**src/rtl/anim_frame_scheduler.sv**
```systemverilog
// Animation frame scheduler: MMIO-programmed frame index and ROM frame base generator for the POV texture path.
// Define ANIM_REV_SYNC_EN to let frame changes wait for the next revolution tick (rev_sync, pending, WAIT_REV).
module anim_frame_scheduler #(
   parameter int FRAME_BITS     = 8,
   parameter int FRAME_SIZE     = 13312,
   parameter int BASE_WIDTH     = 19,
   parameter int DEFAULT_PERIOD = 4166667,
   parameter int DEFAULT_FRAMES = 24
) (
   input  logic                  clk,
   input  logic                  reset,
   input  logic                  cfg_we,
   input  logic [2:0]            cfg_addr,
   input  logic [31:0]           cfg_wdata,
   output logic [31:0]           cfg_rdata,
   input  logic                  rev_tick,
   output logic [FRAME_BITS-1:0] frame_idx,
   output logic [BASE_WIDTH-1:0] frame_base,
   output logic                  done_pulse
);

`ifdef ANIM_REV_SYNC_EN
   localparam logic REV_SYNC_EN = 1'b1;
`else
   localparam logic REV_SYNC_EN = 1'b0;
`endif

   localparam logic [1:0]            MODE_ONCE = 2'b01;
   localparam logic [1:0]            MODE_PING = 2'b10;
   localparam logic [FRAME_BITS-1:0] IDX_ONE   = FRAME_BITS'(1);
   localparam logic [BASE_WIDTH-1:0] STRIDE    = BASE_WIDTH'(FRAME_SIZE);

   typedef enum logic [1:0] {ST_PAUSED, ST_RUN, ST_WAIT_REV, ST_DONE} state_t;

   logic                  play_q, play_d;
   logic [1:0]            mode_q, mode_d;
   logic                  rev_sync_q, rev_sync_d;
   logic [31:0]           period_q, period_d;
   logic [FRAME_BITS-1:0] nframes_q, nframes_d;
   logic [FRAME_BITS-1:0] frame_idx_q, frame_idx_d;
   logic [BASE_WIDTH-1:0] frame_base_q, frame_base_d;
   logic [31:0]           timer_q, timer_d;
   logic                  pending_q, pending_d;
   logic                  dir_q, dir_d;
   logic                  done_q, done_d;
   logic                  done_pulse_q, done_pulse_d;

   state_t                state;
   logic                  wr_ctrl, wr_period, wr_nframes, wr_step;
   logic [FRAME_BITS-1:0] nframes_new, neff, last;
   logic [31:0]           peff;
   logic                  tick_en, due, imm_adv, rev_adv, step_adv, pend_set, drop, clamp, adv_go;
   logic [FRAME_BITS-1:0] adv_idx, nxt_idx;
   logic [BASE_WIDTH-1:0] adv_base;
   logic                  adv_dir, adv_done, go_down;
   logic [31:0]           status;

   // The scheduler state is a decode of the control flags; done dominates, then play, then pending.
   always_comb begin
      if (done_q)          state = ST_DONE;
      else if (!play_q)    state = ST_PAUSED;
      else if (pending_q)  state = ST_WAIT_REV;
      else                 state = ST_RUN;
   end

   assign wr_ctrl     = cfg_we && (cfg_addr == 3'd0);
   assign wr_period   = cfg_we && (cfg_addr == 3'd1);
   assign wr_nframes  = cfg_we && (cfg_addr == 3'd2);
   assign wr_step     = cfg_we && (cfg_addr == 3'd3);
   assign nframes_new = wr_nframes ? cfg_wdata[FRAME_BITS-1:0] : nframes_q;
   assign neff        = (nframes_new == '0) ? IDX_ONE : nframes_new;
   assign last        = neff - IDX_ONE;
   assign peff        = (period_q == '0) ? 32'd1 : period_q;
   assign tick_en     = REV_SYNC_EN & rev_tick;
   assign due         = (state == ST_RUN) && (timer_q >= peff - 32'd1);
   assign imm_adv     = due && (!rev_sync_q || tick_en);
   assign pend_set    = due && rev_sync_q && !tick_en;
   assign rev_adv     = (state == ST_WAIT_REV) && tick_en;
   assign step_adv    = wr_step && (state == ST_PAUSED);
   assign drop        = wr_ctrl && !cfg_wdata[0] && (due || rev_adv);
   assign clamp       = wr_nframes && (frame_idx_q >= neff);
   assign adv_go      = (imm_adv || rev_adv || step_adv) && !drop && !clamp;

   // Next frame for one advance; the base walks by one stride so no multiplier is needed.
   always_comb begin
      adv_idx  = frame_idx_q;
      adv_base = frame_base_q;
      adv_dir  = dir_q;
      adv_done = 1'b0;
      go_down  = 1'b0;
      nxt_idx  = frame_idx_q;
      if (mode_q == MODE_ONCE) begin
         if (frame_idx_q < last) begin
            adv_idx  = frame_idx_q + IDX_ONE;
            adv_base = frame_base_q + STRIDE;
            adv_done = (adv_idx == last);
         end else begin
            adv_done = 1'b1;
         end
      end else if (mode_q == MODE_PING) begin
         if (last == '0) begin
            adv_idx  = '0;
            adv_base = '0;
            adv_dir  = 1'b0;
         end else begin
            go_down  = dir_q ? (frame_idx_q != '0) : (frame_idx_q >= last);
            nxt_idx  = go_down ? frame_idx_q - IDX_ONE : frame_idx_q + IDX_ONE;
            adv_idx  = nxt_idx;
            adv_base = go_down ? frame_base_q - STRIDE : frame_base_q + STRIDE;
            adv_dir  = (nxt_idx == last) ? 1'b1 : ((nxt_idx == '0) ? 1'b0 : go_down);
         end
      end else begin
         if (frame_idx_q >= last) begin
            adv_idx  = '0;
            adv_base = '0;
         end else begin
            adv_idx  = frame_idx_q + IDX_ONE;
            adv_base = frame_base_q + STRIDE;
         end
      end
   end

   // Register writes are applied last so a pause-drop or an NFRAMES clamp overrides the advance.
   always_comb begin
      play_d       = play_q;
      mode_d       = mode_q;
      rev_sync_d   = rev_sync_q;
      period_d     = period_q;
      nframes_d    = nframes_q;
      frame_idx_d  = frame_idx_q;
      frame_base_d = frame_base_q;
      timer_d      = timer_q;
      pending_d    = pending_q;
      dir_d        = dir_q;
      done_d       = done_q;
      done_pulse_d = 1'b0;

      if (state == ST_RUN)           timer_d = due ? 32'd0 : timer_q + 32'd1;
      else if (state == ST_WAIT_REV) timer_d = 32'd0;

      if (pend_set) pending_d = 1'b1;
      if (rev_adv)  pending_d = 1'b0;
      if (drop)     pending_d = 1'b0;
      if (adv_go) begin
         frame_idx_d  = adv_idx;
         frame_base_d = adv_base;
         dir_d        = adv_dir;
         if (adv_done) begin
            done_d       = 1'b1;
            done_pulse_d = 1'b1;
         end
      end

      if (wr_ctrl) begin
         play_d     = cfg_wdata[0];
         mode_d     = cfg_wdata[2:1];
         rev_sync_d = REV_SYNC_EN & cfg_wdata[3];
         if (done_q && cfg_wdata[0]) begin
            done_d       = 1'b0;
            frame_idx_d  = '0;
            frame_base_d = '0;
            timer_d      = 32'd0;
            dir_d        = 1'b0;
         end else if (done_q && (cfg_wdata[2:1] != MODE_ONCE)) begin
            done_d = 1'b0;
         end
      end
      if (wr_period) begin
         period_d = cfg_wdata;
         timer_d  = 32'd0;
      end
      if (wr_nframes) begin
         nframes_d = cfg_wdata[FRAME_BITS-1:0];
         if (clamp) begin
            frame_idx_d  = '0;
            frame_base_d = '0;
            dir_d        = 1'b0;
            pending_d    = 1'b0;
         end
      end
   end

   always_ff @(posedge clk or posedge reset) begin
      if (reset) begin
         play_q       <= 1'b1;
         mode_q       <= 2'b00;
         rev_sync_q   <= 1'b0;
         period_q     <= 32'(DEFAULT_PERIOD);
         nframes_q    <= FRAME_BITS'(DEFAULT_FRAMES);
         frame_idx_q  <= '0;
         frame_base_q <= '0;
         timer_q      <= 32'd0;
         pending_q    <= 1'b0;
         dir_q        <= 1'b0;
         done_q       <= 1'b0;
         done_pulse_q <= 1'b0;
      end else begin
         play_q       <= play_d;
         mode_q       <= mode_d;
         rev_sync_q   <= rev_sync_d;
         period_q     <= period_d;
         nframes_q    <= nframes_d;
         frame_idx_q  <= frame_idx_d;
         frame_base_q <= frame_base_d;
         timer_q      <= timer_d;
         pending_q    <= pending_d;
         dir_q        <= dir_d;
         done_q       <= done_d;
         done_pulse_q <= done_pulse_d;
      end
   end

   always_comb begin
      status                   = '0;
      status[FRAME_BITS-1:0]   = frame_idx_q;
      status[16]               = done_q;
      status[17]               = dir_q;
      status[18]               = pending_q;
      case (cfg_addr)
         3'd0:    cfg_rdata = {28'd0, rev_sync_q, mode_q, play_q};
         3'd1:    cfg_rdata = period_q;
         3'd2:    cfg_rdata = 32'(nframes_q);
         3'd4:    cfg_rdata = status;
         default: cfg_rdata = 32'd0;
      endcase
   end

   assign frame_idx  = frame_idx_q;
   assign frame_base = frame_base_q;
   assign done_pulse = done_pulse_q;

endmodule

```
**config.mk**
```make
export PLATFORM = sky130hd
export DESIGN_NAME = anim_frame_scheduler
export DESIGN_NICKNAME = d
export VERILOG_FILES = /design/src/rtl/anim_frame_scheduler.sv
export SDC_FILE = /design/constraint.sdc
export NUM_CORES = 1
export LEC_CHECK = 0
export ABC_AREA = 1
export BUFFER_PORTS_ARGS = -buffer_cell sky130_fd_sc_hd__clkbuf_2
export CAP_MARGIN = 20
export CORE_MARGIN = 4
export CORE_UTILIZATION = 50
export DETAILED_ROUTE_END_ITERATION = 12
export PLACE_DENSITY = 0.74
export SYNTH_ARGS = -nofsm -noshare
export SYNTH_HDL_FRONTEND = slang
export SYNTH_SLANG_ARGS = --single-unit
```
**constraint.sdc**
```tcl
create_clock -name clk -period 4.3 [get_ports clk]
set_input_delay 0 -clock clk [delete_from_list [all_inputs] [get_ports clk]]
set_output_delay 0 -clock clk [all_outputs]
set_load 0.05 [all_outputs]
```
==> reports/metrics.csv, run 1 <==
metric;value;unit
start_util;51.1;%
min_path_cells;4;
rsz0062_at_grt;yes;
setup_viol;0;
synth_area_per_cell;6.81;um^2
worst_slew_pin_slew;0.881;ns
htreeDepth;3;
ant_nets;0;
timing.setup.tns;0;ns
ys_top_cells_by_count;279 x nand2_1, 182 x inv_1, 135 x nor2_1;
hold_path_class;in -> reg;
postRouteWirelength;27.0;mm
cts_root_buf;clkbuf_16;
core_area;0.0173;mm^2
die_area;0.0199;mm^2
critPathLaunchType;register;
die_x;141;um
place_hpwl;19.2;mm
synth-seq-cells;106;
ys_top_cells_by_area;dfrtp_1 26%, nand2_1 12%, ha_1 8.2%;
dpl_cell_area;0.00986;mm^2
drt-pass1-iter-count;5;
fin_nets;1559;
regToRegSetupSlack;0.13;ns
fmax;240;MHz
grt_overflow_total;0;
critPathMaxStageDelay;0.39;ns
critPathCaptureType;register;
drt_iter0_drc;637;
vias;9391;
grt_pass1_vias;8853;
cp.arrival;4.42;ns
postSynthNetCount;1395;
irDropWorstVdd;487;uV
crit_fanout;5;
p_per_area;569;mW/mm^2
die_y;141;um
clock_skew;0.0100;ns
ys_seq_area_share;30.2;%
relSlewSlack;41.3;%
min_from;cfg_we;
grt_max_degree;70;
antenna_found_initial;1;
p_sw;3.22;mW
ys_warn_count;0;
syn_inst;1298;
rows;48;
yosysMostFrequentCell;nand2_1;
path_clk_slew;0.08;ns
synthFlopType;dfrtp_1;
crit_path_top_delay_cell;dfrtp_1;
wire_per_inst;16.0;um
p_comb_share;60.0;%
drive_gt1_share;18.1;%
p_int;2.96;mW
clkPwrFrac;13.7;%
switching_share;52.1;%
port_buffers;97;
hold_end;nframes_q[4];
yosys.area.top_type;dfrtp_1;
via_per_inst;5.55;
finalInstanceArea;0.0109;mm^2
syn2layout_area_growth;22.9;%
hold_viol_final;0;
reg2reg_from;period_q[27];
synth_edf_count;0;
max_cap_violations;0;
status;completed;
seqPwrFrac;26.3;%
route.detailed.drc;0;
cellLeakagePower;5.37;nW
cp_data_required_time;4.55;ns
finalCriticalPeriod;4.17;ns
slew_violations;0;
clk_latency;0.37;ns
cts_tree;done;
rr_endpoint;frame_base[0];
r2r.worst_path.cells;33;
synth_top_area_share;25.7;%
critPathKind;reg -> reg;
post-route-period-util;96.9;%
synthArstFlopShare;100;%
numCtsBuffers;9;
cts.sinks;106;
grt_pass1_wl;43.1;mm
track_usage;26.5;%
synth_cell_types;50;
pin_count;99;
fillers;1517;
gp_congestion;0.945;
cts_max_path_buffers;2;
synth_area;0.00884;mm^2
==> power by group through the flow <==
| stage | sequential [mW] | clock, mW | combinational, mW |
|---|---|---|---|
| 3_5_place_dp | 1.62 | 0 | 3.50 |
| 5_1_grt | 1.67 | 0.906 | 4.15 |
| 4_1_cts | 1.61 | 0.865 | 3.54 |
| 3_3_place_gp | 1.62 | 0 | 3.43 |
| 6_report | 1.63 | 0.849 | 3.71 |
| 2_1_floorplan | 1.78 | 0 | 2.40 |
==> state kept, by name, summed over array words and instances (netlist names) <==
signal and flops:
frame_idx 8, play_q 1, nframes_q 8, dir_q 1, period_q 32, timer_q 32
pending_q 1, done_pulse 1, done_q 1, frame_base 19, mode_q 2
==> area by class of cell <==
| type | count | area [um^2] | share of cell area [%] |
|---|---|---|---|
| Multi-Input combinational cell | 965 | 5520 | 50.8 |
| Sequential cell | 106 | 2670 | 24.6 |
| Timing Repair Buffer | 194 | 1380 | 12.7 |
| Inverter | 186 | 703 | 6.47 |
| Tap cell | 225 | 282 | 2.59 |
| Clock buffer | 9 | 225 | 2.07 |
| Clock inverter | 7 | 77.6 | 0.714 |
| Antenna cell | 1 | 2.50 | 0.0230 |
==> critical path, delay by kind of cell (launching register included) <==
kind            cells  cell delay (ns)
flops               1             0.39
simple gates       22             2.25
compound gates      1             0.05
buf+inv             7             0.72
xor+xnor            1             0.18
fa+ha+maj           2             0.44
==> metal layers <==
metal | GRT usage [%] | routed length, um | vias to the layer above
li1 | - | - | 4597
met2 | 46.5 | 13700 | 352
met4 | 11.2 | 1070 | 0
met3 | 4.51 | 1560 | 88
met5 | 0 | 0 | -
met1 | 32.1 | 10700 | 4354
==> logic make-up (layout without fill, tap and decap cells) <==
kind of cell / count (synthesis) / count (layout) / share of synthesized area, %
and+or+nand+nor: 573 / 573 / 28.1
DFF: 106 / 106 / 30.2
other: 0 / 1 / 0
AOI/OAI and AO/OA: 267 / 267 / 17.0
buffers and inverters: 227 / 396 / 9.82
adders and majority gates: 58 / 58 / 8.21
xor gates and xnor gates: 67 / 67 / 6.64
==> per-stage QoR <==
step	setup slack (ns)	hold slack, ns	util [%]	std cells	total power [mW]
finish	0.134	0.182	62.8	1693	6.18
global route	-0.150	0.252	62.8	1693	6.72
CTS	0.0192	0.166	60.8	1681	6.01
detailed placement	-0.219	0.216	57.0	1631	5.12
global placement	-0.0760	0.211	57.0	1631	5.04
floorplan	0.121	0.0962	-	1298	4.17
==> layout by cell type, fill, tap and decap left out, types with 9 or more instances in the layout <==
cell           count
nand2_1          272
inv_1            177
a211oi_1           9
dlygate4sd3_1     33
nand3_1           66
o21ai_0          106
nand2_2           14
clkbuf_2          97
nor2_1           124
dfrtp_1           91
a21oi_1           94
dfstp_2           15
ha_1              55
xor2_1            64
buf_4             56
clkbuf_16         12
nand4_1           26
nor3_1            27
==> worst max path at each step <==
stage / start / to / slack, ns
5_1_grt: period_q[26] / frame_base[0] / -0.15
3_5_place_dp: period_q[26] / timer_q[0] / -0.22
4_1_cts: period_q[10] / frame_base[3] / 0.02
3_3_place_gp: period_q[26] / timer_q[0] / -0.08
6_report: period_q[27] / frame_base[0] / 0.13
2_1_floorplan: period_q[10] / timer_q[15] / 0.12
==> what timing repair did <==
action | 4_1_cts | 5_1_grt
setup endpoints to repair | 47 | 62
hold endpoints to repair | 93 | 0
pin swaps | 1 | 22
gates cloned | 0 | 4
buffers inserted | 1 | 7
resized for setup | 4 | 58
hold buffers | 33 | 0
(Power assumes the default switching activity.)
==> inputs of run 2 (changes only) <==
CORE_MARGIN = default   (was 4)
==> run 2 against run 1 <==
Effect of this change:
- clock skew is 0.0048 ns higher
- sequential power hardly changed
- via count is 0.32% higher
- largest cell class unchanged
- largest power group unchanged
- highest routed layer unchanged
==> reports/metrics.csv, run 2 (synthesis results as in run 1) <==
metric;value;unit;change
port_buffers;97;;unchanged
p_per_area;576;mW/mm^2;+1.3%
start_util;51.1;%;unchanged
die_area;0.0182;mm^2;-8.3%
grt_pass1_vias;8670;;-2.1%
hold_viol_final;0;;unchanged
pre_cts_slack;-0.0256;ns;+0.193 ns
crit_family;simple AND/OR/NAND/NOR gates;;
cp.arrival;4.42;ns;about the same
syn2layout_area_growth;25.1;%;
die_x;135;um;-4.3%
gp_congestion;0.949;;+0.47%
relSlewSlack;43.5;%;+2.2 points
fin_nets;1560;;+0.064%
drt-pass1-iter-count;5;;unchanged
grt_overflow_total;0;;unchanged
via_per_inst;5.56;;+0.32%
finalInstanceArea;0.0111;mm^2;+1.8%
drive_gt1_share;21.3;%;+3.1 points
cts_root_buf;clkbuf_16;;
irDropWorstVdd;477;uV;-2.0%
cts.sinks;106;;unchanged
cp_data_required_time;4.55;ns;about the same
crit_fanout;5;;unchanged
p_int;3.02;mW;+2.0%
critPathMaxStageDelay;0.56;ns;+0.17 ns
critPathBufInv;6;;-1
hold_path_class;in -> reg;;
ant_nets;0;;unchanged
fmax;240;MHz;-0.13%
rows;48;;unchanged
cpMostUsedCell;nand3_2;;
final_cells;1693;;unchanged
p_sw;3.36;mW;+4.1%
clock_skew;0.0148;ns;+0.00477 ns
critPathCaptureType;register;;
core_area;0.0173;mm^2;unchanged
cellLeakagePower;5.40;nW;+0.42%
postRouteWirelength;27.6;mm;+2.1%
critPathLaunchType;register;;
final_cell_mix;269 x nand2_1, 176 x inv_1, 122 x nor2_1;;
die_y;135;um;-4.3%
rsz0062_at_grt;yes;;
dpl.cell_count;1630;;-0.061%
vias;9421;;+0.32%
finalCriticalPeriod;4.17;ns;+0.00524 ns
track_usage;29.5;%;+3.0 points
numCtsBuffers;9;;unchanged
setup_viol;0;;unchanged
critPathKind;reg -> reg;;
htreeDepth;3;;unchanged
route.detailed.drc;0;;unchanged
wire_per_inst;16.3;um;+2.1%
grt_pass1_wl;42.4;mm;-1.7%
status;completed;;
pin_count;99;;unchanged
num_antenna_cells;0;;-1
post-route-period-util;97.0;%;+0.12 points
cts_tree;done;;
antenna_found_initial;0;;-1
dpl_cell_area;0.00985;mm^2;about the same
seqPwrFrac;26.0;%;-0.3 points
switching_share;52.7;%;+0.51 points
grt_max_degree;71;;+1.4%
max_cap_violations;0;;unchanged
slew_violations;0;;unchanged
path_clk_slew;0.08;ns;about the same
cts_max_path_buffers;2;;unchanged
mostFrequentLayoutCell;nand2_1;;
setup_slack;0.129;ns;-0.00524 ns
clkPwrFrac;13.5;%;-0.2 points
drt_iter0_drc;584;;-8.3%
place_hpwl;19.4;mm;+1.0%
p_comb_share;60.5;%;+0.5 points
worst_slew_pin_slew;0.848;ns;-0.0330 ns
crit_path_top_delay_cell;dfstp_2;;
clk_latency;0.37;ns;about the same
-- run 2: cell types whose count changed in the layout (fill, tap and decap cells not counted), sizes merged --
cell | before | now
diode | 1 | 0
buf | 61 | 62
-- run 2: final cells by class --
class,count,area [um^2]
Fill cell,1500,6230
Multi-Input combinational cell,965,5690
Sequential cell,106,2670
Timing Repair Buffer,195,1410
Inverter,186,706
Tap cell,225,282
Clock buffer,9,225
Clock inverter,7,80.1
-- run 2: metal layers --
layer | vias up | wire (um) | global-route usage, %
li1 | 4584 | - | -
met1 | 4373 | 11100 | 35.9
met2 | 380 | 13900 | 50.6
met3 | 84 | 1590 | 4.39
met4 | 0 | 1020 | 14.9
met5 | - | 0 | 0
-- run 2: what timing repair did --
item / 4_1_cts / 5_1_grt
pin swaps: 0 / 23
hold buffers: 33 / 0
setup buffers: 0 / 9
gates cloned: 0 / 5
resized for setup: 1 / 131
setup endpoints to repair: 14 / 62
endpoints found under the hold margin: 88 / 0
-- run 2: worst paths after layout --
check | start | to | slack [ns] | cells after the start
min in group asynchronous | reset | frame_base[15] | 0.37 | 3
max in group asynchronous | reset | period_q[24] | 2.87 | 4
min reg2reg | frame_base[0] | frame_base[0] | 0.52 | 2
min | cfg_we | nframes_q[1] | 0.18 | 3
max reg2reg | period_q[10] | frame_base[9] | 0.13 | 31
max | period_q[10] | frame_base[9] | 0.13 | 31
-- run 2: tightest hold or removal path, cell delays in order --
cell	delay, ns
clkbuf_2	0.17
nand3_4	0.19
o21ai_4	0.12
-- run 2: power by group through the flow --
stage / clock network (mW) / logic [mW] / registers (mW)
finish: 0.860 / 3.86 / 1.66
global route: 0.911 / 4.27 / 1.69
CTS: 0.866 / 3.55 / 1.61
detailed placement: 0 / 3.51 / 1.63
global placement: 0 / 3.45 / 1.62
floorplan: 0 / 2.40 / 1.78
-- run 2: per-stage QoR --
stage	util, %	setup TNS (ns)	hold WS (ns)	total power [mW]
final	64.0	0	0.184	6.38
after global routing	64.0	-5.82	0.205	6.86
after CTS	60.7	0	0.156	6.03
after detailed placement	57.0	-0.218	0.216	5.14
after global placement	57.0	0	0.211	5.07
after floorplan	-	0	0.0962	4.17
==> inputs of run 3 (changes only) <==
ABC_AREA = default   (was 1)
==> run 3 against run 2 <==
Effect of this change:
- the run now ends with setup timing left
- non-clock buffer count increased by 82
- worst hold slack got worse by 0.16 ns
- total power rose by 25%
==> reports/metrics.csv, run 3 <==
metric;value;unit;change
status;finished with violations;;
violations;setup timing;;
r2r.worst_path.cells;24;;-23%
drt-pass1-iter-count;5;;unchanged
critPathBufInv;4;;-2
worst_slew_pin_slew;0.965;ns;+0.118 ns
irDropWorstVdd;474;uV;-0.63%
core_area;0.0168;mm^2;-3.1%
drt_iter0_drc;701;;+20%
drive_gt1_share;33.4;%;+12 points
wire_per_inst;19.6;um;+20%
rr_endpoint;frame_base[10];;
gp_congestion;0.958;;+0.94%
crit_chain;or4_4 > or4_4 > nor3_4 > nor2_2 > ha_2 > nand2b_4 > nor3_2 > nand2b_1 > or3_4 > buf_6 > buf_4 > nor3_1 > xnor2_1 > ha_1 > nand4_1 > nor3_1 > a22oi_1 > o21ai_2 > o311ai_4 > buf_4 > a21o_4 > o31a_1 > buf_6 > a21boi_2;;
grt_max_degree;75;;+5.6%
port_buffers;97;;unchanged
post-route-period-util;110;%;+13 points
syn_inst;1032;;-20%
relSlewSlack;35.6;%;-7.8 points
hold_end;period_q[3];;
die_x;134;um;-0.96%
critPathMaxStageDelay;0.51;ns;-0.05 ns
grt_overflow_total;0;;unchanged
grt_pass1_wl;44.8;mm;+5.7%
synth-seq-cells;106;;unchanged
syn2layout_area_growth;33.7;%;
clock_skew;0.00980;ns;-0.00500 ns
critPathCaptureType;register;;
cts_max_path_buffers;2;;unchanged
cts.sinks;106;;unchanged
postRouteWirelength;29.3;mm;+6.0%
fmax;211;MHz;-12%
cts_tree;done;;
power;7.97;mW;+25%
ys_top_cells_by_area;dfrtp_1 26%, ha_1 8.4%, mux2_2 4.8%;;
mostFrequentLayoutCell;buf_4;;
rows;47;;-2.1%
hold_path_class;in -> reg;;
cp.arrival;5.04;ns;+0.62 ns
crit_path_top_delay_cell;or4_4;;
crit_family;simple AND/OR/NAND/NOR gates;;
p_per_area;687;mW/mm^2;+19%
yosysMostFrequentCell;nand2_1;;
num_antenna_cells;0;;unchanged
start_util;51.7;%;+0.61 points
synth_cell_types;81;;+62%
critPathLaunchType;register;;
finalCriticalPeriod;4.74;ns;+0.568 ns
synth_edf_count;0;;unchanged
fillers;1293;;-14%
slew_violations;0;;unchanged
die_area;0.0179;mm^2;-1.9%
die_y;134;um;-0.96%
yosys.area.top_type;dfrtp_1;;
ys_seq_area_share;30.8;%;+0.60 points
place_hpwl;19.9;mm;+2.7%
critPathKind;reg -> reg;;
clk_latency;0.37;ns;about the same
numCtsBuffers;9;;unchanged
vias;9178;;-2.6%
synthArstFlopShare;100;%;unchanged
ys_warn_count;0;;unchanged
max_cap_violations;0;;unchanged
min_path_cells;2;;-1
rsz0062_at_grt;yes;;
postSynthNetCount;1129;;-19%
antenna_found_initial;0;;unchanged
route.detailed.drc;0;;unchanged
synthFlopType;dfrtp_1;;
cp_data_required_time;4.60;ns;+0.05 ns
fin_nets;1364;;-13%
track_usage;31.9;%;+2.4 points
path_clk_slew;0.08;ns;about the same
holdWs;0.0219;ns;-0.163 ns
min_from;cfg_wdata[3];;
setup_slack;-0.439;ns;-0.568 ns
ys_top_cells_by_count;97 x nand2_1, 91 x dfrtp_1, 86 x nor2_1;;
regToRegSetupSlack;-0.44;ns;-0.57 ns
via_per_inst;6.15;;+11%
reg2reg_from;period_q[6];;
final_cell_mix;134 x buf_4, 97 x clkbuf_2, 91 x nand2_1, 91 x dfrtp_1, 69 x a21oi_1;;
setup_viol;62;;+62
synth_area;0.00867;mm^2;-1.9%
hold_viol_final;0;;unchanged
grt_pass1_vias;8530;;-1.6%
crit_fanout;7;;+2
pin_count;99;;unchanged
ant_nets;0;;unchanged
htreeDepth;3;;unchanged
synth_area_per_cell;8.40;um^2;+23%
cts_root_buf;clkbuf_16;;
synth_top_area_share;26.3;%;+0.51 points
cellLeakagePower;5.05;nW;-6.5%
-- run 3: worst max-delay path by stage --
stage                             from        endpoint  cells after the start
after floorplan            period_q[3]   frame_base[0]                     24
after global placement    nframes_q[5]           dir_q                     19
after detailed placement   period_q[1]    frame_idx[0]                     21
after CTS                  period_q[3]   frame_base[4]                     18
after global routing       period_q[6]  frame_base[10]                     24
final                      period_q[6]  frame_base[10]                     24
-- run 3: metrics by stage --
| step | setup slack, ns | setup TNS, ns | utilization [%] | cells | area (um^2) |
|---|---|---|---|---|---|
| finish | -0.439 | -20.09 | 69.2 | 1492 | 11600 |
| global route | -0.663 | -32.95 | 69.2 | 1492 | 11600 |
| CTS | -0.230 | -10.37 | 67.3 | 1480 | 11300 |
| detailed placement | -0.456 | -16.04 | 61.5 | 1422 | 10300 |
| global placement | -0.335 | -7.50 | 61.4 | 1421 | 10300 |
| floorplan | -0.0197 | -0.260 | - | 1032 | 8850 |
-- run 3: kinds of logic (layout without fill, tap and decap cells) --
group	after synthesis	in the layout	synth area share, %
XOR/XNOR	50	50	5.30
multiplexers	52	52	6.68
flip-flops	106	106	30.8
buffers and inverters	83	323	3.68
AO/OA/AOI/OAI	267	267	20.0
adder cells (fa/ha/maj)	58	58	8.37
AND/OR/NAND/NOR	416	416	25.2
-- run 3: repair_timing --
action,CTS,global route
gates resized for setup,56,65
pin swaps,25,19
buffers inserted,10,9
cloned,2,3
hold buffers,30,0
hold endpoints to repair,92,0
setup endpoints to repair,62,62
-- run 3: final cells by class --
cell class / count / area, um^2 / area share (%)
flip-flops and latches: 106 / 2670 / 23.0
clock buffers: 10 / 229 / 1.97
multi-input cells: 843 / 6200 / 53.5
repair buffers: 277 / 2020 / 17.5
well taps: 220 / 275 / 2.37
clock inverters: 6 / 82.6 / 0.712
inverters: 30 / 115 / 0.993
-- run 3: metal layers --
layer | up-vias | global-route usage (%) | routed length (um)
li1 | 4254 | - | -
met1 | 4423 | 41.8 | 11900
met2 | 418 | 52.7 | 14300
met3 | 83 | 5.14 | 2080
met4 | 0 | 12.1 | 968
met5 | - | 0 | 0
-- run 3: power breakdown --
| part | total (mW) | leakage [nW] | internal (mW) | switching [mW] |
|---|---|---|---|---|
| clock network | 0.890 | 0.151 | 0.469 | 0.421 |
| logic | 5.20 | 3.61 | 2.26 | 2.94 |
| registers | 1.88 | 1.28 | 1.34 | 0.535 |
